===== config.mk =====
export PLATFORM = sky130hd
export DESIGN_NAME = tlb_cmd_ctrl
export DESIGN_NICKNAME = d
export VERILOG_FILES = /design/src/rtl/tlb_cmd_ctrl.sv
export SDC_FILE = /design/constraint.sdc
export NUM_CORES = 1
export LEC_CHECK = 0
export ABC_AREA = 1
export CORE_AREA = 3 3 230 232
export DETAILED_ROUTE_END_ITERATION = 16
export DIE_AREA = 0 0 233 235
export GPL_ROUTABILITY_DRIVEN = 0
export PLACE_DENSITY = 0.57
export REMOVE_ABC_BUFFERS = 1
export SYNTH_ARGS = -nofsm -noshare
export SYNTH_HDL_FRONTEND = slang
export SYNTH_SLANG_ARGS = --single-unit

===== constraint.sdc =====
create_clock -name clk -period 16.09 [get_ports clk]
set_input_delay 4.0225 -clock clk [delete_from_list [all_inputs] [get_ports clk]]
set_output_delay 4.0225 -clock clk [all_outputs]
set_load 0.01 [all_outputs]

===== src/rtl/tlb_cmd_ctrl.sv =====
// ============================================================================
// Module   : tlb_cmd_ctrl
// Purpose  : Initiator side of the TLB management interface. Sequences
//            TLBSRCH/TLBRD/TLBWR/TLBFILL/INVTLB and returns CSR write-back.
// Revision : 1.0 - initial release
// ============================================================================
`default_nettype none

module tlb_cmd_ctrl #(
  parameter  int TLBNUM = 16,
  localparam int IW     = $clog2(TLBNUM)
) (
  input  logic          clk,
  input  logic          rst,

  input  logic          req_valid,
  output logic          req_ready,
  input  logic [2:0]    req_op,
  input  logic [4:0]    inv_op,
  input  logic [9:0]    inv_asid,
  input  logic [31:0]   inv_vaddr,

  input  logic [31:0]   csr_tlbidx,
  input  logic [31:0]   csr_tlbehi,
  input  logic [31:0]   csr_tlbelo0,
  input  logic [31:0]   csr_tlbelo1,
  input  logic [9:0]    csr_asid,
  input  logic [5:0]    csr_ecode,

  output logic          tlb_we,
  output logic          tlb_fill_mode,
  output logic [IW-1:0] tlb_w_index,
  output logic [IW-1:0] tlb_f_index,
  output logic [IW-1:0] tlb_r_index,
  output logic [18:0]   tlb_w_vpn2,
  output logic [9:0]    tlb_w_asid,
  output logic [5:0]    tlb_w_ps,
  output logic          tlb_w_e,
  output logic          tlb_w_g,
  output logic [19:0]   tlb_w_pfn0,
  output logic [19:0]   tlb_w_pfn1,
  output logic [1:0]    tlb_w_mat0,
  output logic [1:0]    tlb_w_mat1,
  output logic [1:0]    tlb_w_plv0,
  output logic [1:0]    tlb_w_plv1,
  output logic          tlb_w_d0,
  output logic          tlb_w_d1,
  output logic          tlb_w_v0,
  output logic          tlb_w_v1,

  output logic          tlb_check_mode,
  output logic [18:0]   tlb_s_vpn2,

  input  logic [18:0]   tlb_r_vpn2,
  input  logic [9:0]    tlb_r_asid,
  input  logic [5:0]    tlb_r_ps,
  input  logic          tlb_r_g,
  input  logic [19:0]   tlb_r_pfn0,
  input  logic [19:0]   tlb_r_pfn1,
  input  logic [1:0]    tlb_r_mat0,
  input  logic [1:0]    tlb_r_mat1,
  input  logic [1:0]    tlb_r_plv0,
  input  logic [1:0]    tlb_r_plv1,
  input  logic          tlb_r_d0,
  input  logic          tlb_r_d1,
  input  logic          tlb_r_v0,
  input  logic          tlb_r_v1,
  input  logic          tlb_rs_e,
  input  logic [IW-1:0] tlb_s_index,

  output logic [2:0]    tlb_clear_mem,
  output logic [31:0]   tlb_clear_vaddr,
  output logic [9:0]    tlb_clear_asid,

  output logic          done,
  output logic          err,
  output logic          csr_wb_valid,
  output logic [31:0]   csr_wb_idx,
  output logic [31:0]   csr_wb_ehi,
  output logic [31:0]   csr_wb_elo0,
  output logic [31:0]   csr_wb_elo1,
  output logic [9:0]    csr_wb_asid
);

  localparam logic [2:0]    OP_SRCH      = 3'd0;
  localparam logic [2:0]    OP_RD        = 3'd1;
  localparam logic [2:0]    OP_WR        = 3'd2;
  localparam logic [2:0]    OP_FILL      = 3'd3;
  localparam logic [2:0]    OP_INV       = 3'd4;
  localparam logic [4:0]    INV_OP_MAX   = 5'd6;
  localparam logic [5:0]    ECODE_REFILL = 6'h3F;
  localparam logic [IW-1:0] FILL_LAST    = IW'(TLBNUM - 1);

  typedef enum logic [1:0] {
    S_IDLE = 2'd0,
    S_EXEC = 2'd1,
    S_RESP = 2'd2
  } state_t;

  state_t        state;
  logic [2:0]    cmd_op;
  logic          cmd_err;
  logic [31:0]   cmd_idx;
  logic [31:0]   cmd_ehi;
  logic [31:0]   cmd_elo0;
  logic [31:0]   cmd_elo1;
  logic [9:0]    cmd_asid;
  logic [IW-1:0] fill_cnt;

  logic          accept;
  logic          req_err;
  logic [31:0]   srch_idx;
  logic [31:0]   rd_idx;
  logic [31:0]   rd_ehi;
  logic [31:0]   rd_elo0;
  logic [31:0]   rd_elo1;
  logic [9:0]    rd_asid;

  assign accept      = req_valid & req_ready;
  assign req_err     = (req_op > OP_INV) || ((req_op == OP_INV) && (inv_op > INV_OP_MAX));
  assign tlb_f_index = fill_cnt;

  // Search/read write-back images; sampled only on the EXEC->RESP edge.
  always_comb begin
    srch_idx = cmd_idx;
    rd_idx   = cmd_idx;
    rd_ehi   = 32'd0;
    rd_elo0  = 32'd0;
    rd_elo1  = 32'd0;
    rd_asid  = 10'd0;
    if (tlb_rs_e) begin
      srch_idx[31]      = 1'b0;
      srch_idx[IW-1:0]  = tlb_s_index;
      rd_idx[31]        = 1'b0;
      rd_idx[29:24]     = tlb_r_ps;
      rd_ehi            = {tlb_r_vpn2, 13'd0};
      rd_elo0           = {4'd0, tlb_r_pfn0, 1'b0, tlb_r_g, tlb_r_mat0, tlb_r_plv0, tlb_r_d0, tlb_r_v0};
      rd_elo1           = {4'd0, tlb_r_pfn1, 1'b0, tlb_r_g, tlb_r_mat1, tlb_r_plv1, tlb_r_d1, tlb_r_v1};
      rd_asid           = tlb_r_asid;
    end else begin
      srch_idx[31]      = 1'b1;
      rd_idx[31]        = 1'b1;
      rd_idx[29:24]     = 6'd0;
    end
  end

  always_ff @(posedge clk or posedge rst) begin
    if (rst) begin
      state           <= S_IDLE;
      req_ready       <= 1'b1;
      cmd_op          <= OP_SRCH;
      cmd_err         <= 1'b0;
      cmd_idx         <= 32'd0;
      cmd_ehi         <= 32'd0;
      cmd_elo0        <= 32'd0;
      cmd_elo1        <= 32'd0;
      cmd_asid        <= 10'd0;
      fill_cnt        <= '0;
      tlb_we          <= 1'b0;
      tlb_fill_mode   <= 1'b0;
      tlb_w_index     <= '0;
      tlb_r_index     <= '0;
      tlb_w_vpn2      <= 19'd0;
      tlb_w_asid      <= 10'd0;
      tlb_w_ps        <= 6'd0;
      tlb_w_e         <= 1'b0;
      tlb_w_g         <= 1'b0;
      tlb_w_pfn0      <= 20'd0;
      tlb_w_pfn1      <= 20'd0;
      tlb_w_mat0      <= 2'd0;
      tlb_w_mat1      <= 2'd0;
      tlb_w_plv0      <= 2'd0;
      tlb_w_plv1      <= 2'd0;
      tlb_w_d0        <= 1'b0;
      tlb_w_d1        <= 1'b0;
      tlb_w_v0        <= 1'b0;
      tlb_w_v1        <= 1'b0;
      tlb_check_mode  <= 1'b0;
      tlb_s_vpn2      <= 19'd0;
      tlb_clear_mem   <= 3'd0;
      tlb_clear_vaddr <= 32'd0;
      tlb_clear_asid  <= 10'd0;
      done            <= 1'b0;
      err             <= 1'b0;
      csr_wb_valid    <= 1'b0;
      csr_wb_idx      <= 32'd0;
      csr_wb_ehi      <= 32'd0;
      csr_wb_elo0     <= 32'd0;
      csr_wb_elo1     <= 32'd0;
      csr_wb_asid     <= 10'd0;
    end else begin
      done         <= 1'b0;
      err          <= 1'b0;
      csr_wb_valid <= 1'b0;
      case (state)
        S_IDLE: begin
          if (accept) begin
            state          <= S_EXEC;
            req_ready      <= 1'b0;
            cmd_op         <= req_op;
            cmd_err        <= req_err;
            cmd_idx        <= csr_tlbidx;
            cmd_ehi        <= csr_tlbehi;
            cmd_elo0       <= csr_tlbelo0;
            cmd_elo1       <= csr_tlbelo1;
            cmd_asid       <= csr_asid;
            // TLB-facing strobes are raised here so they are valid for exactly the EXEC cycle.
            tlb_we         <= !req_err && ((req_op == OP_WR) || (req_op == OP_FILL));
            tlb_fill_mode  <= !req_err && (req_op == OP_FILL);
            tlb_check_mode <= !req_err && (req_op == OP_SRCH);
            tlb_s_vpn2     <= csr_tlbehi[31:13];
            tlb_r_index    <= csr_tlbidx[IW-1:0];
            tlb_w_index    <= csr_tlbidx[IW-1:0];
            tlb_w_vpn2     <= csr_tlbehi[31:13];
            tlb_w_asid     <= csr_asid;
            tlb_w_ps       <= csr_tlbidx[29:24];
            tlb_w_e        <= (csr_ecode == ECODE_REFILL) ? 1'b1 : ~csr_tlbidx[31];
            tlb_w_g        <= csr_tlbelo0[6] & csr_tlbelo1[6];
            tlb_w_pfn0     <= csr_tlbelo0[27:8];
            tlb_w_pfn1     <= csr_tlbelo1[27:8];
            tlb_w_mat0     <= csr_tlbelo0[5:4];
            tlb_w_mat1     <= csr_tlbelo1[5:4];
            tlb_w_plv0     <= csr_tlbelo0[3:2];
            tlb_w_plv1     <= csr_tlbelo1[3:2];
            tlb_w_d0       <= csr_tlbelo0[1];
            tlb_w_d1       <= csr_tlbelo1[1];
            tlb_w_v0       <= csr_tlbelo0[0];
            tlb_w_v1       <= csr_tlbelo1[0];
            if (!req_err && (req_op == OP_INV)) begin
              tlb_clear_mem   <= inv_op[2:0];
              tlb_clear_vaddr <= inv_vaddr;
              tlb_clear_asid  <= inv_asid;
            end
          end
        end

        S_EXEC: begin
          state          <= S_RESP;
          tlb_we         <= 1'b0;
          tlb_fill_mode  <= 1'b0;
          tlb_check_mode <= 1'b0;
          tlb_clear_mem  <= 3'd0;
          done           <= 1'b1;
          err            <= cmd_err;
          if (!cmd_err) begin
            case (cmd_op)
              OP_FILL: fill_cnt <= (fill_cnt == FILL_LAST) ? '0 : fill_cnt + 1'b1;
              OP_SRCH: begin
                csr_wb_valid <= 1'b1;
                csr_wb_idx   <= srch_idx;
                csr_wb_ehi   <= cmd_ehi;
                csr_wb_elo0  <= cmd_elo0;
                csr_wb_elo1  <= cmd_elo1;
                csr_wb_asid  <= cmd_asid;
              end
              OP_RD: begin
                csr_wb_valid <= 1'b1;
                csr_wb_idx   <= rd_idx;
                csr_wb_ehi   <= rd_ehi;
                csr_wb_elo0  <= rd_elo0;
                csr_wb_elo1  <= rd_elo1;
                csr_wb_asid  <= rd_asid;
              end
              default: ;
            endcase
          end
        end

        S_RESP: begin
          state     <= S_IDLE;
          req_ready <= 1'b1;
        end

        default: begin
          state     <= S_IDLE;
          req_ready <= 1'b1;
        end
      endcase
    end
  end

endmodule

`default_nettype wire


== Yosys cells after proc, flatten, opt, wreduce, memory -nomap -nowiden ==
Cells that the tools add are included.
Storage, ports and cells
  word-level logic and storage cells: 110
  bits of input ports: 290
  bits in latches: 0
  ROM bits: 0
  memories kept: 0
  flip-flop bits (word level): 420
  memory bits (writable): 0
  output and inout bits: 310
Cells by class
  multiply operators: 0
  magnitude comparators: 2
  bitwise operators: 5
  reductions and logical operators: 21
  divide/modulo/power cells: 0
  equality and inequality tests: 10
  mux-type cells: 32
  shift-type cells: 0
  $add $sub $neg: 1
Operators by type and width (number)
  32-bit case mux with 2 select lines: 4
  28-bit 2-to-1 mux: 2
  32-bit 2-to-1 mux: 1
  10-bit case mux with 2 select lines: 1
  3-bit AND reduction: 4
  1-bit 2-to-1 mux: 11
  10-bit 2-to-1 mux: 1
  3-bit by 2-bit equality test with 1-bit output, second input constant: 3
  4-bit 2-to-1 mux: 2
  1-bit case mux with 2 select lines: 4
  6-bit equality test, second input constant: 1
  3-bit logical NOT: 2
  3-bit 2-to-1 mux: 2
  6-bit 2-to-1 mux: 1
  3-bit case mux with 2 select lines: 1
  2-bit AND reduction: 3
  5-bit by 3-bit > comparator with 1-bit output, second input constant: 1
  1-bit logical AND: 5
  4-bit by 1-bit adder with 4-bit output, second input constant: 1
  4-bit equality test, second input constant: 1
  2-bit inequality test, second input constant: 2
  2-bit case mux with 2 select lines: 1
  2-bit nonzero test: 2
  3-bit by 1-bit equality test with 1-bit output, second input constant: 1
  10 further kinds: 14

== Logic depth before layout (Yosys ltp) ==
Gate-level depths: netlist of the first run.
  depth after elaboration: 8
  gate-level depth with buffers: 9

== Worst setup path after synthesis of the first run ==
No wires, ideal clock.
  path type: input to register
  start point: in req_op[0]
  end point: reg tlb_clear_asid[0]
  arrival: 4.837 ns
  path buffers: 1
  data required time: 15.973 ns
  cell stages on the path: 7
  setup slack: 11.136 ns
  path through: nor2_1 -> nand3_1 -> nor2_4 -> nand2_1 -> buf_2 -> nand2_1 -> nand2_1
Between the ends
  word-level cells in the longest chain between the ends: 6
  elaborated cells between the ends (all ways): 7
  classes of those cells: 1 x order compare; 1 x eq/ne; 5 x reduce/logical
RTL lines
  start, declared: line 18  | input logic [2:0] req_op,
  parallel branches: the longest is 4 deep, another holds 3-bit > comparator
  1-bit logical AND *: line 229  | if (!req_err && (req_op == OP_INV)) begin
  3-bit AND reduction (no line) *
  end signal, assigned: line 232  | tlb_clear_asid <= inv_asid;
  end, declared: line 73  | output logic [9:0] tlb_clear_asid,
Every way passes the cells marked *.
A chain may end at the register's enable or synchronous reset.

==> results.env, run 1 <==
TIMING.RR.END='csr_wb_elo0[6]'
1ST_ITER_DRT_VIOLS=822
SYNTH-SEQ-AREA-SHARE_PCT=57.51
YOSYS.CELL_TYPES.COUNT=26
VDD_IR_DROP_MAX_mV=0.07101
WORST-R2R-CELL-COUNT=8
POSTCTSSETUPBUFFERS=0
TIMING_MAX_TRANSITION_VIOLATIONS_FINAL=0
WORST_HOLD_PATH_TYPE='flip-flop to flip-flop'
SYNTHESIS.INSTANCES=1804
CLOCK_SINKS=339
TIMING.CLOCK.SKEW_NS=0.01989
MAX_CLOCK_FREQ_GHz=0.1503
RELSLEWSLACK_PCT=15.63
PATH_DELAY_FAMILY='buffers and inverters'
INITIAL_CORE_UTIL_PCT=28.81
CTS_TREE='done'
SYNTH_WARNINGS=0
LAYOUT_MIN_CYCLE_TIME_NS=6.653
TOTAL_OF_ENDPOINTS_WITH_NEGATIVE_SETUP_SLACK_IN_THE_FINAL_REPORT=0
ENDPOINT_KIND='async pin'
GRT_SETUP_UNREPAIRED='false'
PWR-SHARE-CLK_PCT=22.2
CRITICAL_PATH.SLOWEST_CELL='sky130_fd_sc_hd__buf_4'
CTS-HOLD-FIX-BUFFERS=0
DIE_WIDTH_UM=233
POWER_FRAC_COMB_PCT=41.9
CRITICAL_PATH.REG2REG.STARTPOINT='cmd_op[1]'
GROUTE.USAGE.OVERALL_PCT=18.68
POWER_DENSITY_OF_THE_PLACED_CELLS_nW_PER_UM2=186.0
CELL_WITH_THE_MOST_INSTANCES_ON_THE_WORST_PATH='sky130_fd_sc_hd__buf_4'
CRIT_PATH_CELL_COUNT=4
SYNTH.FF_LATCH_COUNT=339
INITIAL_ANTENNA_VIOLATION_COUNT=10
DRT_PASS1_ITERATIONS=6
CLKTRANSATPATHREGS_NS=0.06
CRITICAL_PATH.CELL_CHAIN='clkdlybuf4s50_1 -> inv_8 -> buf_4 -> buf_4'
LEAKAGEPOWER_nW=10.64
PERIOD_SHARE_PCT=41.35
CLKLATENCYLATEPIN_NS=0.55
CLOCK_TREE.ROOT_CELL='sky130_fd_sc_hd__clkbuf_16'
GRT_START_MAX_NET_PINS=174
DRC_ERRORS=0
PORT_BUFFERS=599
INTERNAL_POWER_mW=2.596
CRITPATHARRIVALTIME_NS=7.15
CPPEAKSTAGEDELAY_NS=0.89
TOTALWIRELENGTH_MM=52.64
DRT.ANTENNA.VIOLATING_NETS=0
VIAS=13240
FLOORPLAN.CORE_AREA_SQ_UM=51200
PLACE_AREA_SQ_UM=20520
CRIT_END='csr_wb_elo1[18]'
FIN_SETUP_TNS_NS=0
DRT-VIAS-PER-INSTANCE=4.449
TIGHTESTPINTRANSITION_NS=1.258
GLOBAL_ROUTE_WIRE_LENGTH_BEFORE_REPAIR_MM=80.33
HOLDWS_NS=0.4676
DESIGN.PORTCOUNT=600
SEQ_POWER_SHARE_PCT=36.0
TIMING.REG2REG.SETUP_SLACK_NS=13.19
OVERALL_OVERFLOW_REMAINING_AFTER_GLOBAL_ROUTE=0
MAX_CAP_VIOLS=0
ROUTE.DETAILED.WL_PER_INST_UM=17.69
HOLD_VIOL=0
SETUP.WORST_PATH.START='rst'
CTS_RESIZED=0
DP_HPWL_MM=36.24
FINAL_LAYOUT_SIZE_SUFFIX_GT1_SHARE_PCT=3.584
NUMBER_OF_GLOBAL_ROUTE_VIAS_BEFORE_REPAIR=13350
SWITCHING_SHARE_PCT=36.15
P_SW_mW=1.470
CTS_BUFFER_DEPTH=3
AREA_DELTA_SYNTH_FINAL_PCT=48.14
FP_ROWS=83
FIN_AREA_SQ_UM=21850
WORST_SETUP_PATH_START_KIND='input port'
CRITICAL_PATH_BUF_INV_COUNT=4
TRITONCTS.NUM_BUFFERS=40
FP.DIEH_UM=235
FINISH.NET_COUNT=2553
CRIT_REQUIRED_NS=16.59
CRIT_FANOUT=114
SYN-MEAN-INSTANCE-AREA_SQ_UM=8.177
CTS-HTREE-LEVELS=2
SYNTH.CELL_AREA_SQ_UM=14750
CRITICALPATHCATEGORY='input port to async pin'
STATUS='completed'
DIE_AREA_SQ_UM=54760
## Yosys cell counts
cell	n	area share, %
sky130_fd_sc_hd__nor2_4	3	0.23
sky130_fd_sc_hd__nor2_1	20	0.51
sky130_fd_sc_hd__a31oi_1	1	0.042
sky130_fd_sc_hd__xnor2_1	2	0.12
sky130_fd_sc_hd__nor3_2	1	0.068
sky130_fd_sc_hd__nand3b_1	1	0.051
sky130_fd_sc_hd__buf_6	2	0.15
sky130_fd_sc_hd__nand3_1	78	2.6
sky130_fd_sc_hd__buf_1	3	0.076
sky130_fd_sc_hd__nand4_1	1	0.042
sky130_fd_sc_hd__a21oi_1	15	0.51
sky130_fd_sc_hd__clkbuf_1	28	0.71
sky130_fd_sc_hd__o22ai_1	1	0.042
sky130_fd_sc_hd__dfrtp_1	338	57
sky130_fd_sc_hd__inv_1	42	1.1
sky130_fd_sc_hd__buf_4	101	5.1
sky130_fd_sc_hd__nand2_1	1011	26
sky130_fd_sc_hd__dfstp_2	1	0.18
sky130_fd_sc_hd__o21ai_0	75	2.5
sky130_fd_sc_hd__o21ai_1	13	0.44
sky130_fd_sc_hd__clkinv_1	1	0.025
sky130_fd_sc_hd__ha_1	1	0.085
sky130_fd_sc_hd__buf_2	60	2.0
sky130_fd_sc_hd__inv_2	3	0.076
sky130_fd_sc_hd__clkbuf_2	1	0.034
sky130_fd_sc_hd__nor3_4	1	0.11
## power by group through the flow
stage	combinational, mW	clock [mW]	sequential (mW)
after floorplan	0.585	0	1.58
after global placement	1.71	0	1.46
after detailed placement	1.73	0	1.47
after CTS	1.73	0.935	1.46
after global routing	1.87	0.967	1.51
final	1.70	0.902	1.46
## cell usage in the layout, fill, tap and decap left out, types with 11 or more instances in the layout
| master | Yosys | routed |
|---|---|---|
| sky130_fd_sc_hd__nand2_1 | 1011 | 1010 |
| sky130_fd_sc_hd__clkdlybuf4s50_1 | 0 | 599 |
| sky130_fd_sc_hd__dfrtp_1 | 338 | 338 |
| sky130_fd_sc_hd__nand3_1 | 78 | 78 |
| sky130_fd_sc_hd__o21ai_0 | 75 | 75 |
| sky130_fd_sc_hd__clkbuf_16 | 0 | 42 |
| sky130_fd_sc_hd__inv_1 | 42 | 41 |
| sky130_fd_sc_hd__nor2_1 | 20 | 20 |
| sky130_fd_sc_hd__a21oi_1 | 15 | 15 |
| sky130_fd_sc_hd__o21ai_1 | 13 | 13 |
| sky130_fd_sc_hd__clkbuf_8 | 0 | 12 |
| sky130_fd_sc_hd__buf_4 | 101 | 11 |
## worst min path at each step
stage          depth (start not counted)               start                  to
3_5_place_dp                           2   tlb_clear_asid[8]   tlb_clear_asid[8]
6_report                               2        cmd_elo0[31]        cmd_elo0[31]
2_1_floorplan                          2         cmd_elo0[6]         cmd_elo0[6]
5_1_grt                                2          cmd_ehi[0]          cmd_ehi[0]
3_3_place_gp                           2  tlb_clear_vaddr[1]  tlb_clear_vaddr[1]
4_1_cts                                2   tlb_clear_asid[8]   tlb_clear_asid[8]
## metrics by stage
step                std cells  setup WS [ns]  power, mW  util (%)
floorplan                1609          2.674      2.168         -
global placement         2900          8.815      3.176     40.09
detailed placement       2900          8.769      3.199     40.09
CTS                      2968          9.358      4.131     42.65
global route             2972          8.966      4.345     42.67
finish                   2975          9.437      4.066     42.68
## sequential cells by signal (all words and copies together) (netlist names), 11 cells and up
name / flops
cmd_ehi: 13
cmd_elo0: 11
cmd_elo1: 11
cmd_idx: 23
csr_wb_ehi: 32
csr_wb_elo0: 32
csr_wb_elo1: 32
csr_wb_idx: 32
tlb_clear_vaddr: 32
tlb_s_vpn2: 19
tlb_w_pfn0: 19
tlb_w_pfn1: 19
## worst reg2reg max path, cell delays in order, from the launching register on
cell,delay [ns]
sky130_fd_sc_hd__dfrtp_1,0.40
sky130_fd_sc_hd__nor2_1,0.24
sky130_fd_sc_hd__nand2_4,0.37
sky130_fd_sc_hd__nor2_4,0.82
sky130_fd_sc_hd__buf_4,0.62
sky130_fd_sc_hd__nand2_1,0.16
sky130_fd_sc_hd__nand2_1,0.09
sky130_fd_sc_hd__nand2_1,0.05
sky130_fd_sc_hd__nand2_1,0.08
## layout make-up
| type | instances | area (sq um) |
|---|---|---|
| fillers | 5122 | 29340 |
| flip-flops and latches | 339 | 8484 |
| repair buffers | 611 | 6098 |
| multi-input cells | 1224 | 4906 |
| clock buffers | 63 | 1250 |
| well taps | 680 | 850.8 |
| inverters | 46 | 185.2 |
| clock inverters | 5 | 61.31 |
| diodes | 7 | 17.52 |
## layer usage
layer  part of all wire [%]  routed length [um]  track usage [%]  up-vias
met5                   0.12                  62                0        -
met4                    3.2                1710            6.999        8
met3                    7.8                4113            4.825       95
met2                     48               25050            30.34      421
met1                     41               21700            23.88     6353
li1                       -                   -                -     6360
## cells by family after synthesis
| family | synth area share (%) |
|---|---|
| simple gates | 29.38 |
| flops | 57.51 |
| buf+inv | 9.321 |
| compound gates | 3.579 |
| xor+xnor | 0.1188 |
| fa+ha+maj | 0.08480 |
Power figures use the tool's default switching activity.
==> inputs of run 2 (changes only) <==
clock period = 6.2 ns   (was 16.09 ns; I/O delays follow)
==> results.env, run 2 (same netlist as run 1, synthesis figures left out) <==
CLOCK_TREE.ROOT_CELL='sky130_fd_sc_hd__clkbuf_16'
CTS-HTREE-LEVELS=2
WORST_SETUP_PATH_START_KIND='input port'
DIE_WIDTH_UM=233
BUSIEST_LAYER='met2'
POSTCTSSETUPBUFFERS=0
TRITONCTS.NUM_BUFFERS=41
MAX_CAP_VIOLS=0
RELSLEWSLACK_PCT=14.42
INITIAL_ANTENNA_VIOLATION_COUNT=7
GLOBAL_ROUTE_WIRE_LENGTH_BEFORE_REPAIR_MM=81.28
1ST_ITER_DRT_VIOLS=657
FIN_AREA_SQ_UM=21850
PLACE_WS_NS=2.001
CTS_TREE='done'
CTS_RESIZED=0
DRT-VIAS-PER-INSTANCE=4.412
PERIOD_SHARE_PCT=57.80
ENDPOINT_KIND='flip-flop'
GRT_USE_MET2_PCT=31.67
FLOORPLAN.CORE_AREA_SQ_UM=51200
FP.DIEH_UM=235
MOSTFREQUENTLAYOUTCELL='sky130_fd_sc_hd__nand2_1'
OVERALL_OVERFLOW_REMAINING_AFTER_GLOBAL_ROUTE=0
TIMING.CLOCK.SKEW_NS=0.007642
USE_MET1_PCT=23.52
AREA_DELTA_SYNTH_FINAL_PCT=48.14
VIAS=13130
PLACE_AREA_SQ_UM=20570
CLKTRANSATPATHREGS_NS=0.05
WORST_HOLD_PATH.ENDPOINT='tlb_clear_vaddr[8]'
GROUTE.USAGE.OVERALL_PCT=19.02
CTS_BUFFER_DEPTH=3
CRITPATHARRIVALTIME_NS=4.05
CTS-HOLD-FIX-BUFFERS=0
FINAL_CORE_UTIL_PCT=42.68
GRT_SETUP_UNREPAIRED='false'
CLOCK_SINKS=339
CPPEAKSTAGEDELAY_NS=0.90
TIMING_MAX_TRANSITION_VIOLATIONS_FINAL=0
N_FILL_CELL=5042
CRIT_FANOUT=28
FINALPOWER_mW=10.52
WHS_PATH_DEPTH=2
CRITICALPATHCATEGORY='input port to flip-flop'
CRIT_REQUIRED_NS=6.67
LAYOUT_MIN_CYCLE_TIME_NS=3.584
HOLD_VIOL=0
DRT.ANTENNA.VIOLATING_NETS=0
MAX_CLOCK_FREQ_GHz=0.2790
DP_HPWL_MM=37.20
CRITICAL_PATH.SLOWEST_CELL='sky130_fd_sc_hd__clkdlybuf4s50_1'
TIMING.RR.END='csr_wb_idx[7]'
TIGHTESTPINTRANSITION_NS=1.276
FIN_SETUP_TNS_NS=0
DESIGN.PORTCOUNT=600
SETUP_WS_NS=2.616
POWER_DENSITY_OF_THE_PLACED_CELLS_nW_PER_UM2=481.6
FINISH.NET_COUNT=2557
TOTALWIRELENGTH_MM=53.38
STATUS='completed'
GROUTE.LAYER.MET3.USAGE_PCT=5.444
CLKLATENCYLATEPIN_NS=0.53
NUMBER_OF_GLOBAL_ROUTE_VIAS_BEFORE_REPAIR=13400
WORST_HOLD_PATH_TYPE='flip-flop to flip-flop'
TOTAL_OF_ENDPOINTS_WITH_NEGATIVE_SETUP_SLACK_IN_THE_FINAL_REPORT=0
LEAKAGEPOWER_nW=10.64
ROUTE.DETAILED.WL_PER_INST_UM=17.93
VDD_IR_DROP_MAX_mV=0.1913
DRT_PASS1_ITERATIONS=4
FINAL_LAYOUT_SIZE_SUFFIX_GT1_SHARE_PCT=3.447
WORST-R2R-CELL-COUNT=6
INITIAL_CORE_UTIL_PCT=28.81
HOLD_START='tlb_clear_vaddr[8]'
DRC_ERRORS=0
GRT_START_MAX_NET_PINS=116
DIE_AREA_SQ_UM=54760
CELL_WITH_THE_MOST_INSTANCES_ON_THE_WORST_PATH='sky130_fd_sc_hd__nand2_1'
PORT_BUFFERS=599
CRITICAL_PATH.CELL_CHAIN='clkdlybuf4s50_1 -> inv_1 -> nor2_4 -> buf_4 -> nand2_1 -> nand2_1 -> nand2_1 -> nand2_1'
FP_ROWS=83
TIMING.REG2REG.SETUP_SLACK_NS=3.32
FINAL_CELL_MIX='sky130_fd_sc_hd__nand2_1, sky130_fd_sc_hd__clkdlybuf4s50_1, sky130_fd_sc_hd__dfrtp_1, sky130_fd_sc_hd__nand3_1, sky130_fd_sc_hd__o21ai_0'
CRITICAL_PATH.REG2REG.STARTPOINT='state[1]'
## run 2: changes by cell type in the layout (fill, tap and decap cells not counted), sizes merged
cell      before  now
clkbuf        63   65
diode          7    5
bufinv         1    2
clkinv         5    2
clkinvlp       0    1
buf           12   15
## run 2: worst max path at each step
stage,slack [ns],depth (start not counted),startpoint,end
after floorplan,-4.74,1,rst,cmd_asid[0]
after global placement,2.07,8,tlb_rs_e,csr_wb_elo1[6]
after detailed placement,2.00,8,tlb_rs_e,csr_wb_elo1[6]
after CTS,2.59,8,tlb_rs_e,csr_wb_ehi[31]
after global routing,2.41,8,tlb_rs_e,csr_wb_elo1[6]
final,2.62,8,tlb_rs_e,csr_wb_ehi[31]
## run 2: cell type report
class | count | area (sq um) | area share, %
antenna | 5 | 12.51 | 0.05725
multi-input combinational | 1224 | 4906 | 22.45
inverter | 46 | 185.2 | 0.8474
clock inverter | 4 | 72.57 | 0.3321
tap | 680 | 850.8 | 3.893
clock buffer | 65 | 1196 | 5.473
sequential | 339 | 8484 | 38.82
timing repair buffer | 614 | 6146 | 28.12
## run 2: layer usage
layer | vias up | part of all wire (%)
li1 | 6359 | -
met1 | 6236 | 41
met2 | 441 | 48
met3 | 92 | 8.0
met4 | 6 | 3.2
met5 | - | 0.081
## run 2: per-stage QoR
stage | hold WS (ns) | cells
6_report | 0.4655 | 2977
5_1_grt | 0.4867 | 2975
4_1_cts | 0.4717 | 2972
3_5_place_dp | 0.4576 | 2903
3_3_place_gp | 0.4536 | 2903
2_1_floorplan | 0.4422 | 1609
## run 2: where the power goes
part / internal, mW / total, mW / switching [mW]
registers: 3.16 / 3.80 / 0.640
logic: 2.17 / 4.42 / 2.26
clock network: 1.39 / 2.30 / 0.906
total: 6.72 / 10.5 / 3.80
## run 2: worst max-delay path, delay by kind of cell
family,cells,cell delay [ns]
buffers and inverters,3,1.52
AND/OR/NAND/NOR,5,0.94
